<file path="config.mk">
export PLATFORM = sky130hd
export DESIGN_NAME = lsf_event_scheduler
export DESIGN_NICKNAME = d
export VERILOG_FILES = /design/src/rtl/lsf_sched_pkg.sv /design/src/rtl/lsf_rr_arbiter.sv /design/src/rtl/lsf_event_scheduler.sv
export SDC_FILE = /design/constraint.sdc
export NUM_CORES = 1
export LEC_CHECK = 0
export ABC_CLOCK_PERIOD_IN_PS = 3150
export CAP_MARGIN = 20
export CORE_AREA = 2 2 161 163
export CTS_BUF_LIST = sky130_fd_sc_hd__clkbuf_4
export CTS_CLUSTER_DIAMETER = 200
export DETAILED_ROUTE_END_ITERATION = 7
export DIE_AREA = 0 0 163 165
export PLACE_DENSITY = 0.71
export SYNTH_ARGS = -nofsm -noshare
export SYNTH_HDL_FRONTEND = slang
export SYNTH_SLANG_ARGS = --single-unit
</file>
<file path="constraint.sdc">
create_clock -name clock -period 3.15 [get_ports clock]
set_input_delay 0.4725 -clock clock [delete_from_list [all_inputs] [get_ports clock]]
set_output_delay 0.4725 -clock clock [all_outputs]
set_load 0.01 [all_outputs]
</file>
<file path="src/rtl/lsf_sched_pkg.sv">
// Shared types and constants for the LSF event scheduler.
// HEG bus lengths are a local copy of the values in l0mdt_buses_constants.svh.
package lsf_sched_pkg;

  localparam int HEG2SFSLC_LEN = 48;
  localparam int HEG2SFHIT_LEN = 40;
  localparam int STAT_W        = 16;
  localparam int N_SRC_MAX     = 8;
  localparam int SRC_IDX_W     = $clog2(N_SRC_MAX);

  typedef enum logic [2:0] {
    S_IDLE,
    S_ROI,
    S_HITS,
    S_EOF,
    S_WAIT
  } state_e;

endpackage

</file>
<file path="src/rtl/lsf_rr_arbiter.sv">
// Combinational round-robin pick: first requester after the last pointer, wrapping at N_SRC.
module lsf_rr_arbiter
  import lsf_sched_pkg::*;
#(
  parameter int N_SRC = 3
) (
  input  logic [N_SRC-1:0]     req_i,
  input  logic [SRC_IDX_W-1:0] last_i,
  input  logic                 en_i,
  output logic [N_SRC-1:0]     gnt_o,
  output logic [SRC_IDX_W-1:0] idx_o,
  output logic                 vld_o
);

  logic found;

  always_comb begin
    gnt_o = '0;
    idx_o = '0;
    found = 1'b0;
    // k walks the priority order; j keeps every bit-select index constant
    for (int k = 1; k <= N_SRC; k++) begin
      for (int j = 0; j < N_SRC; j++) begin
        if (en_i && !found && req_i[j] && (j == (int'(last_i) + k) % N_SRC)) begin
          found    = 1'b1;
          gnt_o[j] = 1'b1;
          idx_o    = SRC_IDX_W'(j);
        end
      end
    end
    vld_o = found;
  end

endmodule

</file>
<file path="src/rtl/lsf_event_scheduler.sv">
// Round-robin scheduler sharing one Legendre segment-finder engine between N_SRC HEG ROI/hit FIFO pairs.
// Optional event/timeout statistics counters are built only when LSF_SCHED_STATS_EN is defined.
module lsf_event_scheduler
  import lsf_sched_pkg::*;
#(
  parameter int N_SRC   = 3,
  parameter int TIMEOUT = 1023,
  parameter int TO_W    = 10
) (
  input  logic                             clock,
  input  logic                             reset,
  input  logic [N_SRC*HEG2SFSLC_LEN-1:0]   src_roi,
  input  logic [N_SRC-1:0]                 src_roi_empty,
  output logic [N_SRC-1:0]                 src_roi_re,
  input  logic [N_SRC*HEG2SFHIT_LEN-1:0]   src_hit,
  input  logic [N_SRC-1:0]                 src_hit_last,
  input  logic [N_SRC-1:0]                 src_hit_empty,
  output logic [N_SRC-1:0]                 src_hit_re,
  input  logic                             eng_ready,
  output logic [HEG2SFSLC_LEN-1:0]         eng_roi,
  output logic                             eng_roi_vld,
  output logic [HEG2SFHIT_LEN-1:0]         eng_hit,
  output logic                             eng_hit_vld,
  output logic                             eng_eof,
  input  logic                             eng_done,
  output logic [N_SRC-1:0]                 grant,
  output logic                             timeout_err,
  output logic [STAT_W-1:0]                stat_events,
  output logic [STAT_W-1:0]                stat_timeouts
);

  state_e                   state_q, state_d;
  logic [N_SRC-1:0]         grant_q, grant_d;
  logic [SRC_IDX_W-1:0]     gidx_q, gidx_d, last_q, last_d;
  logic [TO_W-1:0]          timer_q, timer_d;
  logic                     timer_exp, to_fire;
  logic [N_SRC-1:0]         arb_gnt;
  logic [SRC_IDX_W-1:0]     arb_idx;
  logic                     arb_vld;
  logic                     hit_avail, hit_last_g;
  logic [HEG2SFSLC_LEN-1:0] roi_head, eng_roi_q;
  logic [HEG2SFHIT_LEN-1:0] hit_head, eng_hit_q;
  logic                     eng_roi_vld_q, eng_hit_vld_q, eng_eof_q, timeout_err_q;

  lsf_rr_arbiter #(.N_SRC(N_SRC)) u_arb (
    .req_i  (~src_roi_empty),
    .last_i (last_q),
    .en_i   ((state_q == S_IDLE) && eng_ready),
    .gnt_o  (arb_gnt),
    .idx_o  (arb_idx),
    .vld_o  (arb_vld)
  );

  // One-hot grant selects the owner's FIFO heads and flags
  always_comb begin
    roi_head = '0;
    hit_head = '0;
    for (int i = 0; i < N_SRC; i++) begin
      if (grant_q[i]) begin
        roi_head = roi_head | src_roi[i*HEG2SFSLC_LEN +: HEG2SFSLC_LEN];
        hit_head = hit_head | src_hit[i*HEG2SFHIT_LEN +: HEG2SFHIT_LEN];
      end
    end
  end

  assign hit_avail  = |(grant_q & ~src_hit_empty);
  assign hit_last_g = |(grant_q & src_hit_last);
  assign timer_exp  = int'(timer_q) >= TIMEOUT - 1;

  always_ff @(posedge clock or posedge reset) begin
    if (reset) state_q <= S_IDLE;
    else       state_q <= state_d;
  end

  always_comb begin
    state_d = state_q;
    grant_d = grant_q;
    gidx_d  = gidx_q;
    last_d  = last_q;
    timer_d = timer_q;
    to_fire = 1'b0;
    unique case (state_q)
      S_IDLE: if (arb_vld) begin
        grant_d = arb_gnt;
        gidx_d  = arb_idx;
        state_d = S_ROI;
      end
      S_ROI: begin
        timer_d = '0;
        state_d = S_HITS;
      end
      S_HITS: begin
        if (hit_avail) begin
          timer_d = '0;
          if (hit_last_g) state_d = S_EOF;
        end else if (timer_exp) begin
          timer_d = TO_W'(TIMEOUT);
          to_fire = 1'b1;
          state_d = S_EOF;
        end else begin
          timer_d = timer_q + TO_W'(1);
        end
      end
      S_EOF: begin
        timer_d = '0;
        state_d = S_WAIT;
      end
      S_WAIT: begin
        if (eng_done || timer_exp) begin
          to_fire = !eng_done;
          timer_d = TO_W'(TIMEOUT);
          last_d  = gidx_q;
          grant_d = '0;
          state_d = S_IDLE;
        end else begin
          timer_d = timer_q + TO_W'(1);
        end
      end
      default: state_d = S_IDLE;
    endcase
  end

  always_comb begin
    src_roi_re = '0;
    src_hit_re = '0;
    if (state_q == S_ROI)               src_roi_re = grant_q;
    if (state_q == S_HITS && hit_avail) src_hit_re = grant_q;
  end

  always_ff @(posedge clock or posedge reset) begin
    if (reset) begin
      grant_q       <= '0;
      gidx_q        <= '0;
      last_q        <= SRC_IDX_W'(N_SRC - 1);
      timer_q       <= '0;
      eng_roi_q     <= '0;
      eng_roi_vld_q <= 1'b0;
      eng_hit_q     <= '0;
      eng_hit_vld_q <= 1'b0;
      eng_eof_q     <= 1'b0;
      timeout_err_q <= 1'b0;
    end else begin
      grant_q       <= grant_d;
      gidx_q        <= gidx_d;
      last_q        <= last_d;
      timer_q       <= timer_d;
      eng_roi_vld_q <= (state_q == S_ROI);
      eng_hit_vld_q <= |src_hit_re;
      eng_eof_q     <= (state_q == S_EOF);
      timeout_err_q <= to_fire;
      if (state_q == S_ROI) eng_roi_q <= roi_head;
      if (|src_hit_re)      eng_hit_q <= hit_head;
    end
  end

  assign grant       = grant_q;
  assign eng_roi     = eng_roi_q;
  assign eng_roi_vld = eng_roi_vld_q;
  assign eng_hit     = eng_hit_q;
  assign eng_hit_vld = eng_hit_vld_q;
  assign eng_eof     = eng_eof_q;
  assign timeout_err = timeout_err_q;

`ifdef LSF_SCHED_STATS_EN
  logic [STAT_W-1:0] stat_ev_q, stat_to_q;

  always_ff @(posedge clock or posedge reset) begin
    if (reset) begin
      stat_ev_q <= '0;
      stat_to_q <= '0;
    end else begin
      if (state_q == S_WAIT && eng_done) stat_ev_q <= stat_ev_q + STAT_W'(1);
      if (to_fire)                       stat_to_q <= stat_to_q + STAT_W'(1);
    end
  end

  assign stat_events   = stat_ev_q;
  assign stat_timeouts = stat_to_q;
`else
  assign stat_events   = '0;
  assign stat_timeouts = '0;
`endif

endmodule

</file>
==> impl_metrics.env, run 1 <==
export IMPL_status="completed"
export IMPL_syn_avg_cell_area_sq_um=9.89
export IMPL_post_cts_setup_buffer_count=0
export IMPL_hold_class="input pin to async pin"
export IMPL_post_drt_wl_per_cell_microns=17.2
export IMPL_critical_path_buf_inv_count=3
export IMPL_nNetsFinal=1209
export IMPL_cts_sinks=112
export IMPL_whs_ps=428
export IMPL_clockBufferDepth=2
export IMPL_cts_buffers=9
export IMPL_clkPwrFrac_pct=9.1
export IMPL_startpoint_type="register"
export IMPL_p_sw_share_pct=40.8
export IMPL_clk_pin_slew_ps=180
export IMPL_gp_congestion=0.762
export IMPL_worstMarginPinSlew_ps=869
export IMPL_skew_ps=25.7
export IMPL_postRouteAntennaNets=0
export IMPL_hold_viol=0
export IMPL_antenna_found_initial=1
export IMPL_rsz0062_at_grt="no"
export IMPL_initial_core_util_pct=23.0
export IMPL_coreArea_sq_um=25000
export IMPL_intPower_w=0.00481
export IMPL_cp_depth=5
export IMPL_seq_area_frac_synth_pct=48.6
export IMPL_cp_data_required_time_ps=2680
export IMPL_final_setup_tns_ps=0
export IMPL_mostFrequentLayoutCell="clkdlybuf4s50_1"
export IMPL_critPathTopFamily="buffers and inverters"
export IMPL_crit_path_top_delay_cell="dfrtp_1"
export IMPL_netlist_instances=583
export IMPL_area_growth_pct=71.7
export IMPL_die_h_microns=165
export IMPL_finalSetupViolCount=0
export IMPL_cts_tree="yes"
export IMPL_wirelength_microns=21800
export IMPL_dieWidth_microns=163
export IMPL_seqPwrFrac_pct=32.8
export IMPL_switching_power_w=0.00332
export IMPL_clock_latency_ps=480
export IMPL_drtIter0Drc=535
export IMPL_cts_hold_buf=0
export IMPL_grt_max_degree=96
export IMPL_ff2ff_path_depth=4
export IMPL_drv_slew=0
export IMPL_root_buffer="clkbuf_4"
export IMPL_peakVddDrop_mv=0.751
export IMPL_synthDistinctLibCells=49
export IMPL_cap_violations=0
export IMPL_critPathMaxStageDelay_ps=530
export IMPL_crit_arrival_ps=2380
export IMPL_synth_area_sq_um=5760
export IMPL_vias=6161
export IMPL_finalCritPeriodShare_pct=90.6
export IMPL_htree_levels=3
export IMPL_post_cts_resized=0
export IMPL_endpoint_kind="output port"
export IMPL_power_density_nw_per_um2=821
export IMPL_yosysWarnings=0
export IMPL_io_buffers=377
export IMPL_grt_total_usage_pct=15.2
export IMPL_drt_vias_per_instance=4.87
export IMPL_crit_type="register to output port"
export IMPL_die_area_sq_um=26900
export IMPL_drt_pass1_iter_count=7
export IMPL_grt_overflow=0
export IMPL_p_leak_nw=3.84
export IMPL_fmax_ghz=0.351
export IMPL_final_cell_mix="clkdlybuf4s50_1, dfrtp_1, nor2_1"
export IMPL_grt_pass1_wl_microns=31800
export IMPL_relSlewSlack_pct=42.1
export IMPL_crit_chain="inv_1 > nor4_4 > buf_4 > and2_1 > clkdlybuf4s50_1"
export IMPL_combPwrFrac_pct=58.1
export IMPL_grt_pass1_vias=5929
export IMPL_dp_hpwl_microns=16600
export IMPL_ios=410
export IMPL_drive_above_1_share_pct=5.25
export IMPL_row_count=58
export IMPL_synth_ff_latch_count=112
export IMPL_critPathMaxFanout=12
export IMPL_min_period_ps=2850
export IMPL_drc_errors=0
==> power groups by stage <==
stage               combinational, W  sequential, W  clock, W
finish                       0.00472        0.00266  0.000743
global route                 0.00516        0.00277  0.000838
CTS                          0.00477        0.00267  0.000783
detailed placement           0.00476        0.00269         0
global placement             0.00466        0.00267         0
floorplan                    0.00226        0.00288         0
==> state kept, by name, summed over array words and instances, names as in the netlist <==
signal,cells
eng_roi,48
eng_hit,40
timer_q,10
grant,3
state_q,3
gidx_q,2
last_q,2
eng_eof,1
eng_hit_vld,1
eng_roi_vld,1
timeout_err,1
==> per-stage QoR <==
stage | util (%) | worst slack [ps] | total power [W] | instance area (sq um) | cells
after floorplan | - | 1150 | 0.00514 | 5880 | 614
after CTS | 39.5 | 220 | 0.00822 | 9900 | 1263
after detailed placement | 39.0 | 352 | 0.00745 | 9760 | 1247
after global placement | 39.0 | 315 | 0.00733 | 9760 | 1247
final | 39.5 | 297 | 0.00812 | 9900 | 1264
after global routing | 39.5 | 131 | 0.00877 | 9900 | 1264
==> Yosys cell counts, drive strengths merged <==
| master | count | area (sq um) |
|---|---|---|
| dfrtp | 111 | 2780 |
| nor2 | 98 | 375 |
| a21oi | 93 | 465 |
| a222oi | 88 | 881 |
| buf | 51 | 347 |
| clkbuf | 35 | 131 |
| a31oi | 12 | 75.1 |
| nand2 | 9 | 33.8 |
| and2 | 8 | 50.1 |
| inv | 8 | 30.0 |
| o22a | 8 | 75.1 |
| nand3 | 6 | 47.6 |
| nor3 | 6 | 41.3 |
| a21o | 5 | 37.5 |
| ha | 4 | 50.1 |
| nand2b | 4 | 25.0 |
| o21ai | 3 | 15.0 |
| a211oi | 2 | 15.0 |
| a22oi | 2 | 15.0 |
| a41oi | 2 | 17.5 |
| and3 | 2 | 12.5 |
| mux2 | 2 | 22.5 |
| nor2b | 2 | 12.5 |
| nor4 | 2 | 18.8 |
| o211ai | 2 | 20.0 |
| o21a | 2 | 15.0 |
| o311ai | 2 | 17.5 |
| xnor2 | 2 | 17.5 |
| a2111oi | 1 | 8.76 |
| a2bb2oi | 1 | 15.0 |
| a311o | 1 | 10.0 |
| and4 | 1 | 10.0 |
| conb | 1 | 3.75 |
| dfstp | 1 | 26.3 |
| nand3b | 1 | 7.51 |
| nor3b | 1 | 7.51 |
| o21bai | 1 | 7.51 |
| o221a | 1 | 11.3 |
| o22ai | 1 | 6.26 |
| xor2 | 1 | 8.76 |
==> worst paths after layout <==
check                                            start                     end  slack, ps
worst max-delay path            state_q[1]$_DFFE_PP0P_           src_hit_re[2]        300
worst max register to register  state_q[0]$_DFFE_PP0P_  eng_roi[4]$_DFFE_PP0P_        950
min in group clock               gidx_q[1]$_DFFE_PP0P_   gidx_q[1]$_DFFE_PP0P_        500
worst min register to register   gidx_q[1]$_DFFE_PP0P_   gidx_q[1]$_DFFE_PP0P_        500
worst min-delay path                             reset  eng_roi[7]$_DFFE_PP0P_        430
max in group asynchronous                        reset  eng_hit[2]$_DFFE_PP0P_       2040
==> kinds of logic (layout without fill, tap and decap cells) <==
family	after synthesis	after routing	synth area share, %
compound gates	227	227	29.6
simple gates	140	140	11.1
flops	112	112	48.6
buf+inv	94	413	8.81
fa+ha+maj	4	4	0.868
xor+xnor	3	3	0.456
mux	2	2	0.391
other cells	1	33	0.0651
==> final cells by class <==
type                       count  area [sq um]
fill                        2463         15100
tap                          330           413
timing repair buffer         389          3910
clock inverter                 5          57.6
inverter                       8          33.8
multi-input combinational    408          2580
sequential                   112          2810
antenna                        1          2.50
clock buffer                  11          82.6
==> metal layers <==
metal  track usage (%)  part of all wire, %
met1              18.2                   40
met2              26.6                   50
met3              4.47                  8.2
met4              4.51                  2.0
met5                 0                    0
Power figures use the tool's default switching activity.
==> run 2: changes to the inputs <==
--- a/config.mk
+++ b/config.mk
@@ -16,3 +16,4 @@
 export SYNTH_ARGS = -nofsm -noshare
 export SYNTH_HDL_FRONTEND = slang
 export SYNTH_SLANG_ARGS = --single-unit
+export TNS_END_PERCENT = 100
==> constraint.sdc (replaced) <==
create_clock -name clock -period 3.15 [get_ports clock]
set_input_delay 0.4725 -clock clock [delete_from_list [all_inputs] [get_ports clock]]
set_output_delay 0.4725 -clock clock [all_outputs]
set_load 0.05 [all_outputs]
==> impl_metrics.env, run 2 (synthesis results as in run 1) <==
export IMPL_htree_levels=3
export IMPL_post_cts_resized=0
export IMPL_final_cell_mix="clkdlybuf4s50_1, dfrtp_1, nor2_1"
export IMPL_min_period_ps=2880
export IMPL_drt_vias_per_instance=4.90
export IMPL_cp_data_required_time_ps=2680
export IMPL_mostFrequentLayoutCell="clkdlybuf4s50_1"
export IMPL_cts_tree="yes"
export IMPL_coreArea_sq_um=25000
export IMPL_r2r_end="eng_roi[3]$_DFFE_PP0P_"
export IMPL_gp_congestion=0.777
export IMPL_io_buffers=377
export IMPL_drt_pass1_iter_count=7
export IMPL_whs_ps=495
export IMPL_clock_latency_ps=470
export IMPL_grt_max_degree=113
export IMPL_crit_type="register to output port"
export IMPL_startpoint_type="register"
export IMPL_placed_area_sq_um=9740
export IMPL_grt_pass1_vias=5770
export IMPL_endpoint_kind="output port"
export IMPL_drv_slew=0
export IMPL_postRouteAntennaNets=0
export IMPL_die_area_sq_um=26900
export IMPL_area_growth_pct=71.9
export IMPL_rsz0062_at_grt="no"
export IMPL_antenna_found_initial=1
export IMPL_cts_buffers=9
export IMPL_skew_ps=29.1
export IMPL_initial_core_util_pct=23.0
export IMPL_drive_above_1_share_pct=5.48
export IMPL_largest_reg_flops=48
export IMPL_final_setup_tns_ps=0
export IMPL_grt_total_usage_pct=15.0
export IMPL_clockBufferDepth=2
export IMPL_peakVddDrop_mv=0.606
export IMPL_wirelength_microns=21700
export IMPL_grt_pass1_wl_microns=31400
export IMPL_ios=410
export IMPL_final_area_sq_um=9910
export IMPL_fmax_ghz=0.347
export IMPL_crit_arrival_ps=2410
export IMPL_post_cts_setup_buffer_count=0
export IMPL_worstReg2RegStart="state_q[0]$_DFFE_PP0P_"
export IMPL_critPathMaxFanout=11
export IMPL_dieWidth_microns=163
export IMPL_reg2reg_slack_ps=1030
export IMPL_relSlewSlack_pct=40.3
export IMPL_power_density_nw_per_um2=1020
export IMPL_ff2ff_path_depth=4
export IMPL_power_w=0.0101
export IMPL_hold_class="input pin to async pin"
export IMPL_cts_hold_buf=0
export IMPL_dp_hpwl_microns=16700
export IMPL_grt_overflow=0
export IMPL_finalCritPeriodShare_pct=91.6
export IMPL_cap_violations=0
export IMPL_p_leak_nw=3.85
export IMPL_hold_viol=0
export IMPL_worstMarginPinSlew_ps=895
export IMPL_root_buffer="clkbuf_4"
export IMPL_post_drt_wl_per_cell_microns=17.2
export IMPL_drtIter0Drc=537
export IMPL_finalSetupViolCount=0
export IMPL_status="completed"
export IMPL_nNetsFinal=1207
export IMPL_vias=6183
export IMPL_drc_errors=0
export IMPL_row_count=58
export IMPL_cts_sinks=112
export IMPL_clk_pin_slew_ps=160
export IMPL_die_h_microns=165
[run 2: cell count changes in the layout (fill, tap and decap cells not counted)]
cell | before | now
buf_12 | 4 | 5
buf_4 | 8 | 9
clkinvlp_4 | 4 | 2
clkbuf_4 | 11 | 12
clkdlybuf4s50_1 | 377 | 373
bufinv_16 | 1 | 2
[run 2: per-stage QoR]
stage	std cells	utilization [%]	setup WS [ps]
global placement	1245	38.9	577
finish	1262	39.6	266
global route	1262	39.6	85.2
floorplan	614	-	726
CTS	1261	39.6	204
detailed placement	1245	38.9	553
[run 2: per-layer routing]
metal,up-vias,wire length (microns),GRT usage (%)
met5,-,0,0
met1,2983,8680,18.0
li1,2893,-,-
met3,19,1690,3.97
met4,0,362,5.19
met2,288,11000,25.9
[run 2: worst max-delay path: stages (launching register included)]
cell and delay, ps:
dfrtp_1 650, nor3b_2 340, and2_1 160, clkdlybuf4s50_1 790
[run 2: how the worst max path moves through the flow]
stage | start | end | slack (ps) | depth (start not counted)
after floorplan | grant[2]$_DFFE_PP0P_ | src_hit_re[0] | 730 | 6
after global placement | src_hit_empty[2] | src_hit_re[1] | 580 | 7
after detailed placement | src_hit_empty[2] | src_hit_re[1] | 550 | 7
after CTS | state_q[0]$_DFFE_PP0P_ | src_roi_re[0] | 200 | 3
after global routing | state_q[0]$_DFFE_PP0P_ | src_roi_re[0] | 90 | 3
final | state_q[0]$_DFFE_PP0P_ | src_roi_re[0] | 270 | 3
[run 2: where the power goes]
group          total (W)  leakage [nW]  internal, W  switching [W]
sequential       0.00267          1.29      0.00217       0.000499
clock           0.000830        0.0875     0.000348       0.000482
combinational    0.00664          2.47      0.00237        0.00428
total             0.0101          3.85      0.00488        0.00526
[run 2: cell type report]
cell class | instances | area [sq um]
clock inverter | 4 | 72.6
inverter | 8 | 33.8
antenna | 1 | 2.50
timing repair buffer | 387 | 3900
sequential | 112 | 2810
tap | 330 | 413
clock buffer | 12 | 90.1
fill | 2485 | 15100
multi-input combinational | 408 | 2580
==> run 3: changes to the inputs <==
--- a/config.mk
+++ b/config.mk
@@ -7,12 +7,12 @@
 export LEC_CHECK = 0
 export ABC_CLOCK_PERIOD_IN_PS = 3150
 export CAP_MARGIN = 20
-export CORE_AREA = 2 2 161 163
+export CORE_AREA = 10 10 152 154
 export CTS_BUF_LIST = sky130_fd_sc_hd__clkbuf_4
 export CTS_CLUSTER_DIAMETER = 200
 export DETAILED_ROUTE_END_ITERATION = 7
-export DIE_AREA = 0 0 163 165
-export PLACE_DENSITY = 0.71
+export DIE_AREA = 0 0 162 164
+export PLACE_DENSITY = 0.83
 export SYNTH_ARGS = -nofsm -noshare
 export SYNTH_HDL_FRONTEND = slang
 export SYNTH_SLANG_ARGS = --single-unit
==> impl_metrics.env, run 3 (synthesis results as in run 1) <==
export IMPL_final_setup_tns_ps=0
export IMPL_relSlewSlack_pct=38.9
export IMPL_crit_path_top_delay_cell="clkdlybuf4s50_1"
export IMPL_dp_hpwl_microns=20200
export IMPL_postRouteAntennaNets=0
export IMPL_ios=410
export IMPL_min_period_ps=2960
export IMPL_post_cts_setup_buffer_count=0
export IMPL_final_cell_mix="clkdlybuf4s50_1, dfrtp_1, nor2_1"
export IMPL_final_cells=1203
export IMPL_dieWidth_microns=162
export IMPL_gp_congestion=0.857
export IMPL_grt_pass1_vias=6582
export IMPL_die_h_microns=164
export IMPL_critPathLaunch="state_q[0]$_DFFE_PP0P_"
export IMPL_crit_arrival_ps=2480
export IMPL_crit_chain="nor3b_2 > and2_1 > clkdlybuf4s50_1"
export IMPL_initial_core_util_pct=28.8
export IMPL_ff2ff_path_depth=4
export IMPL_antenna_found_initial=2
export IMPL_largest_reg_flops=48
export IMPL_grt_pass1_wl_microns=37500
export IMPL_power_density_nw_per_um2=1030
export IMPL_nNetsFinal=1207
export IMPL_die_area_sq_um=26600
export IMPL_cts_tree="yes"
export IMPL_root_buffer="clkbuf_4"
export IMPL_skew_ps=17.6
export IMPL_hold_class="input pin to async pin"
export IMPL_cap_violations=0
export IMPL_hold_viol=0
export IMPL_wirelength_microns=25100
export IMPL_final_seq_area_sq_um=2810
export IMPL_grt_total_usage_pct=17.8
export IMPL_fmax_ghz=0.338
export IMPL_placedCellCount=1185
export IMPL_p_leak_nw=3.84
export IMPL_vias=6205
export IMPL_drive_above_1_share_pct=5.16
export IMPL_drt_pass1_iter_count=7
export IMPL_drv_slew=0
export IMPL_n_fill_cell=1861
export IMPL_finalCritPeriodShare_pct=93.8
export IMPL_final_area_sq_um=9810
export IMPL_multi_input_area_sq_um=2580
export IMPL_placed_area_sq_um=9670
export IMPL_reg2reg_slack_ps=1010
export IMPL_drt_vias_per_instance=5.16
export IMPL_cp_data_required_time_ps=2680
export IMPL_mostFrequentLayoutCell="clkdlybuf4s50_1"
export IMPL_startpoint_type="register"
export IMPL_cts_hold_buf=0
export IMPL_peakVddDrop_mv=0.593
export IMPL_rsz0062_at_grt="no"
export IMPL_critPathMaxFanout=11
export IMPL_cts_buffers=9
export IMPL_clock_latency_ps=470
export IMPL_status="completed"
export IMPL_clk_pin_slew_ps=170
export IMPL_critPathMaxStageDelay_ps=810
export IMPL_cts_sinks=112
export IMPL_clockBufferDepth=2
export IMPL_final_core_util_pct=49.0
export IMPL_coreArea_sq_um=20000
export IMPL_r2r_end="eng_roi[34]$_DFFE_PP0P_"
export IMPL_drc_errors=0
export IMPL_row_count=52
export IMPL_area_growth_pct=70.2
export IMPL_io_buffers=377
export IMPL_grt_overflow=0
export IMPL_grt_max_degree=98
export IMPL_endpoint_kind="output port"
export IMPL_drtIter0Drc=777
export IMPL_crit_type="register to output port"
export IMPL_post_drt_wl_per_cell_microns=20.9
export IMPL_finalSetupViolCount=0
export IMPL_worstMarginPinSlew_ps=917
export IMPL_htree_levels=3
export IMPL_worstReg2RegStart="state_q[0]$_DFFE_PP0P_"
export IMPL_post_cts_resized=0
-- run 3: layer usage --
layer / wire (microns) / vias up / GRT usage [%]
li1: - / 2895 / -
met1: 9210 / 2946 / 19.5
met2: 12800 / 334 / 30.6
met3: 2640 / 30 / 7.31
met4: 507 / 0 / 5.79
met5: 0 / - / 0
-- run 3: how the worst max path moves through the flow --
stage / slack, ps / end / cells after the start
2_1_floorplan: 730 / src_hit_re[0] / 6
3_3_place_gp: 590 / src_hit_re[1] / 6
3_5_place_dp: 570 / src_hit_re[2] / 6
4_1_cts: 140 / src_roi_re[1] / 3
5_1_grt: 50 / src_roi_re[0] / 3
6_report: 190 / src_roi_re[1] / 3
-- run 3: worst max-delay path, delay by kind of cell, from the launching register on --
kind / cells / cell delay, ps
DFF: 1 / 660
buffers and inverters: 1 / 810
and+or+nand+nor: 2 / 550
-- run 3: final cells by class --
| type | count | share of cell area (%) |
|---|---|---|
| inverters | 8 | 0.344 |
| clock buffers | 10 | 0.765 |
| flip-flops and latches | 112 | 28.7 |
| clock inverters | 6 | 0.599 |
| diodes | 2 | 0.0510 |
| repair buffers | 387 | 39.8 |
| well taps | 270 | 3.44 |
| multi-input cells | 408 | 26.3 |
-- run 3: where the power goes --
| part | switching [W] | total [W] | internal [W] | leakage [nW] |
|---|---|---|---|---|
| Combinational | 0.00428 | 0.00665 | 0.00236 | 2.47 |
| Clock | 0.000478 | 0.000727 | 0.000248 | 0.0719 |
| Sequential | 0.000537 | 0.00271 | 0.00217 | 1.29 |
| Total | 0.00530 | 0.0101 | 0.00478 | 3.84 |
-- run 3: per-stage QoR --
step                      worst slack (ps)  power, W  hold slack, ps
final                                  195    0.0101             412
after global routing                  48.3    0.0107             388
after CTS                              139    0.0102             374
after detailed placement               572   0.00942             476
after global placement                 587   0.00927             459
after floorplan                        726   0.00706             446
